### src/rtl/conv_pkg.sv
// Shared constants and helpers for the convolution processor's streaming stages.
package conv_pkg;

  localparam int IMG_W_DEF  = 6;
  localparam int IMG_H_DEF  = 6;
  localparam int DATA_W_DEF = 16;
  localparam int POOL_W     = IMG_W_DEF / 2;
  localparam int POOL_H     = IMG_H_DEF / 2;

  // Unsigned maximum; on a tie either operand is the same value.
  function automatic logic [DATA_W_DEF-1:0] max2(input logic [DATA_W_DEF-1:0] a,
                                                 input logic [DATA_W_DEF-1:0] b);
    return (a >= b) ? a : b;
  endfunction

endpackage

### src/rtl/pool_line_buf.sv
// Half-row store of vertical-pair partial maxima: one write port, one combinational read port.
module pool_line_buf #(
  parameter int DEPTH  = 3,
  parameter int DATA_W = 16,
  parameter int AW     = 2
) (
  input  logic              clk,
  input  logic              we,
  input  logic [AW-1:0]     waddr,
  input  logic [DATA_W-1:0] wdata,
  input  logic [AW-1:0]     raddr,
  output logic [DATA_W-1:0] rdata
);

  logic [DATA_W-1:0] mem [DEPTH];

  // Storage is not reset: every entry is rewritten by an even row before it is read.
  always_ff @(posedge clk) begin
    if (we) mem[waddr] <= wdata;
  end

  assign rdata = mem[raddr];

endmodule

### src/rtl/maxpool2x2_stream.sv
// 2x2 stride-2 max pooling over a raster-ordered sample stream, one output per completed block.
module maxpool2x2_stream
  import conv_pkg::*;
#(
  parameter int IMG_W  = IMG_W_DEF,
  parameter int IMG_H  = IMG_H_DEF,
  parameter int DATA_W = DATA_W_DEF
) (
  input  logic              clk,
  input  logic              rst_n,
  input  logic              frame_start,
  input  logic              in_valid,
  input  logic [DATA_W-1:0] din,
  output logic [DATA_W-1:0] dout,
  output logic              out_valid,
  output logic              frame_done,
  output logic              busy
);

  localparam int CW = (IMG_W > 1) ? $clog2(IMG_W) : 1;
  localparam int RW = (IMG_H > 1) ? $clog2(IMG_H) : 1;
  localparam int PW = IMG_W / 2;
  localparam int AW = (PW > 1) ? $clog2(PW) : 1;

  logic [CW-1:0]     col, eff_col;
  logic [RW-1:0]     row, eff_row;
  logic [DATA_W-1:0] pair, pair_max, lb_rdata;
  logic [AW-1:0]     lb_addr;
  logic              col_last, row_last, pos_first;
  logic              lb_we, completing, busy_r;

  // frame_start zeroes the position seen by a sample arriving in the same cycle.
  assign eff_col   = frame_start ? '0 : col;
  assign eff_row   = frame_start ? '0 : row;
  assign col_last  = (eff_col == CW'(IMG_W - 1));
  assign row_last  = (eff_row == RW'(IMG_H - 1));
  assign pos_first = (eff_col == '0) && (eff_row == '0);

  assign pair_max   = max2(pair, din);
  assign lb_addr    = AW'(eff_col >> 1);
  assign lb_we      = in_valid & eff_col[0] & ~eff_row[0];
  assign completing = in_valid & eff_col[0] & eff_row[0];

  pool_line_buf #(
    .DEPTH (PW),
    .DATA_W(DATA_W),
    .AW    (AW)
  ) u_line_buf (
    .clk  (clk),
    .we   (lb_we),
    .waddr(lb_addr),
    .wdata(pair_max),
    .raddr(lb_addr),
    .rdata(lb_rdata)
  );

  always_ff @(posedge clk or negedge rst_n) begin
    if (!rst_n) begin
      col        <= '0;
      row        <= '0;
      pair       <= '0;
      dout       <= '0;
      out_valid  <= 1'b0;
      frame_done <= 1'b0;
      busy_r     <= 1'b0;
    end else begin
      if (in_valid) begin
        col <= col_last ? '0 : eff_col + 1'b1;
        if (col_last) row <= row_last ? '0 : eff_row + 1'b1;
        else          row <= eff_row;
        if (!eff_col[0]) pair <= din;
      end else if (frame_start) begin
        col <= '0;
        row <= '0;
      end

      out_valid  <= completing;
      frame_done <= completing & col_last & row_last;
      if (completing) dout <= max2(lb_rdata, pair_max);

      if (in_valid && pos_first)        busy_r <= 1'b1;
      else if (frame_start || frame_done) busy_r <= 1'b0;
    end
  end

  // busy drops in the frame_done cycle unless the next frame's first sample is being accepted.
  assign busy = busy_r & ~(frame_done & ~(in_valid & pos_first));

endmodule
### config.mk
export PLATFORM = sky130hd
export DESIGN_NAME = maxpool2x2_stream
export DESIGN_NICKNAME = d
export VERILOG_FILES = /design/src/rtl/conv_pkg.sv /design/src/rtl/pool_line_buf.sv /design/src/rtl/maxpool2x2_stream.sv
export SDC_FILE = /design/constraint.sdc
export NUM_CORES = 1
export LEC_CHECK = 0
export CORE_MARGIN = 2
export CORE_UTILIZATION = 45
export DETAILED_ROUTE_END_ITERATION = 16
export PLACE_DENSITY = 0.72
export SYNTH_ARGS = -nofsm -noshare
export SYNTH_HDL_FRONTEND = slang
export SYNTH_SLANG_ARGS = --single-unit
export TNS_END_PERCENT = 1
### constraint.sdc
create_clock -name clk -period 12.3 [get_ports clk]
set_clock_uncertainty 0.2 [all_clocks]
set_input_delay 1.23 -clock clk [delete_from_list [all_inputs] [get_ports clk]]
set_output_delay 1.23 -clock clk [all_outputs]
set_load 0.02 [all_outputs]
==> flow_summary.ini <==
[cells_and_area]
regArea_um2 = 2470
layout-drive-gt1-share_pct = 7.71
multi_input_area_um2 = 2160
layout.nets = 501
fillerInstances = 893
diodes = 0
stdcell_area_um2 = 5500
stdcell_count = 590
area_delta_synth_final_pct = 15.0
layout_commonest_cell = edfxtp_1
layout_common_cells = edfxtp_1 (48), nand2_1 (41), dfrtp_1 (41), clkdlybuf4s50_1 (37)

[critical_path]
critPathBufInv = 4
cp.required_ns = 12.37
crit_path_end_kind = flip-flop
path_depth = 18
crit_fanout = 47
crit_path_max_incr_delay_ns = 0.81
crit_chain = clkdlybuf4s50_1 -> inv_1 -> ha_1 -> nand2_1 -> nor2_1 -> a2111oi_2 -> a221oi_4 -> buf_4 -> nor2_2 -> buf_4 -> mux2i_1 -> ha_1 -> a21o_1 -> a221oi_1 -> o221ai_1 -> a21oi_4 -> o211ai_1 -> o211ai_1
reg2reg_depth = 16
crit_type = input port to flip-flop
cp.arrival_ns = 6.25
cp_slowest_cell = a21oi_4
critPathTopFamily = compound AO/OA/AOI/OAI gates
cp-start-kind = input port

[route]
routedWlPerCell_um = 18.5
antenna_left = 0
vias_per_cell = 5.80
drt-total-wl_mm = 10.9
dr.first_iter.drc_count = 212
drc = 0
drtPass1Iterations = 4
via_count = 3424

[place]
place_area_um2 = 5300
place_inst = 574
numPortBuffers = 38
gp_congestion = 0.863
place_hpwl_mm = 7.82

[power_and_ir_drop]
p_per_area_nw_per_um2 = 134
p_leak_uw = 0.00218
irDropWorstVdd_mv = 0.0582
finalPower_uw = 738

[die]
initial_core_util_pct = 46.3
core_area_um2 = 10300
dieArea_um2 = 11500
fp.dieH_um = 107
fp-row-count = 37
fp.dieW_um = 107
io_pins = 39

[min_path]
min_path_type = flip-flop to flip-flop
holdPathStages = 2

[cts]
cts-resized-gates = 0
clkLatencyLatePin_ns = 0.35
path_clk_slew_ns = 0.09
cts_setup_buffers = 0
root_buffer = clkbuf_8
cts_tree = done
cts_buffer_depth = 2
htree_num_levels = 3
cts_buffers = 9
clock-sinks = 89
hold_buffers = 0

[sta]
timing.fmax_ghz = 0.162
relSlewSlack_pct = 32.8
timing.setup.tns_ns = 0
layout_worst_path_cycle_share_pct = 50.3
tightest_slew_ns = 1.01
setup_viol = 0
period_needed_ns = 6.19
holdWs_ns = 0.280
slew_viol_final = 0
rsz0062_at_grt = no
timing.final.hold_violations = 0

[grt]
busiest_layer = met2
grt_pass1_wl_mm = 17.4
antenna_found_initial = 0
grt-ovfl-total = 0
use_met2_pct = 30.0
grt_pass1_vias = 3308
grt_max_degree = 48
grt_util_met3_pct = 3.89
grt_use_total_pct = 20.1
use_met1_pct = 29.7

[run_status]
outcome = finished clean

[synthesis]
synth-edff-count = 48
synth_area_um2 = 4780
syn_nets = 469
synth.distinct_cells = 48
syn_inst = 417
yosys_warnings = 0
yosysSeqAreaShare_pct = 51.6
ys.flop_type = edfxtp_1
avgSynthCellArea_um2 = 11.5
postSynthRegisterBits = 89
synthArstFlopShare_pct = 46.1

[run]
drv_cap = 0
[registers in the layout, indices dropped and copies added, names as in the netlist]
name            cells
u_line_buf.mem     48
dout               16
pair               16
col                 3
row                 3
busy_r              1
frame_done          1
out_valid           1
[logic make-up after synthesis]
kind of cell,synth area share (%)
AO/OA/AOI/OAI,16.0
flip-flops,51.6
XOR/XNOR,0.183
adder cells (fa/ha/maj),8.37
AND/OR/NAND/NOR,9.66
buffers and inverters,3.66
multiplexers,10.5
[layer usage]
layer | share of wire [%] | vias to the layer above | routed length (µm)
met5 | 0 | - | 0
met4 | 1.0 | 0 | 110
met3 | 5.2 | 12 | 565
met2 | 47 | 76 | 5070
met1 | 47 | 1691 | 5160
li1 | - | 1645 | -
[worst min-delay path: stages, from the launching register on]
cell,delay [ns]
dfrtp_1,0.35
nand2_1,0.05
nand2_1,0.05
[power by group]
part	internal (µW)	switching (µW)	total, µW
Sequential	341	18.6	360
Combinational	71.6	101	173
Clock	96.6	109	206
[cells in the mapped netlist (2+ instances only)]
cell type	instances	share of area, %
nor2_1	12	0.94
nor2b_1	2	0.26
clkbuf_1	16	1.3
buf_2	2	0.21
o21a_1	3	0.47
o21ai_0	28	2.9
mux2_1	15	3.5
edfxtp_1	48	30
o211ai_1	30	4.7
o21ai_1	7	0.73
nand4_1	18	2.4
a21oi_1	8	0.84
nor3_1	3	0.31
mux2i_1	32	6.7
nand2_1	41	3.2
nor4b_1	2	0.37
nand2b_1	4	0.52
dfrtp_1	41	21
nor3b_1	2	0.31
ha_1	32	8.4
a22oi_1	16	2.5
buf_6	2	0.47
buf_1	5	0.39
a211oi_1	5	0.79
and2_1	2	0.26
a21o_1	4	0.63
inv_1	16	1.3
[final cells by class]
| type | count | area share, % |
|---|---|---|
| inverter | 17 | 1.16 |
| tap | 136 | 3.09 |
| clock inverter | 6 | 1.32 |
| clock buffer | 10 | 2.32 |
| sequential | 89 | 44.9 |
| timing repair buffer | 46 | 7.92 |
| multi-input combinational | 286 | 39.3 |
[through the flow]
step / utilization (%) / worst slack (ns)
after global placement: 51.3 / 5.91
after floorplan: - / 7.30
after detailed placement: 51.3 / 5.77
final: 53.3 / 6.11
after global routing: 53.3 / 5.70
after CTS: 53.3 / 6.14
[final timing paths]
path	startpoint	endpoint	slack [ns]
worst min-delay path	busy_r	busy_r	0.28
min in group asynchronous	rst_n	row[2]	0.83
worst max-delay path	din[11]	dout[8]	6.11
max in group asynchronous	rst_n	pair[7]	10.47
worst min register to register	busy_r	busy_r	0.28
worst max register to register	pair[7]	dout[8]	7.18
(Power assumes the default switching activity.)
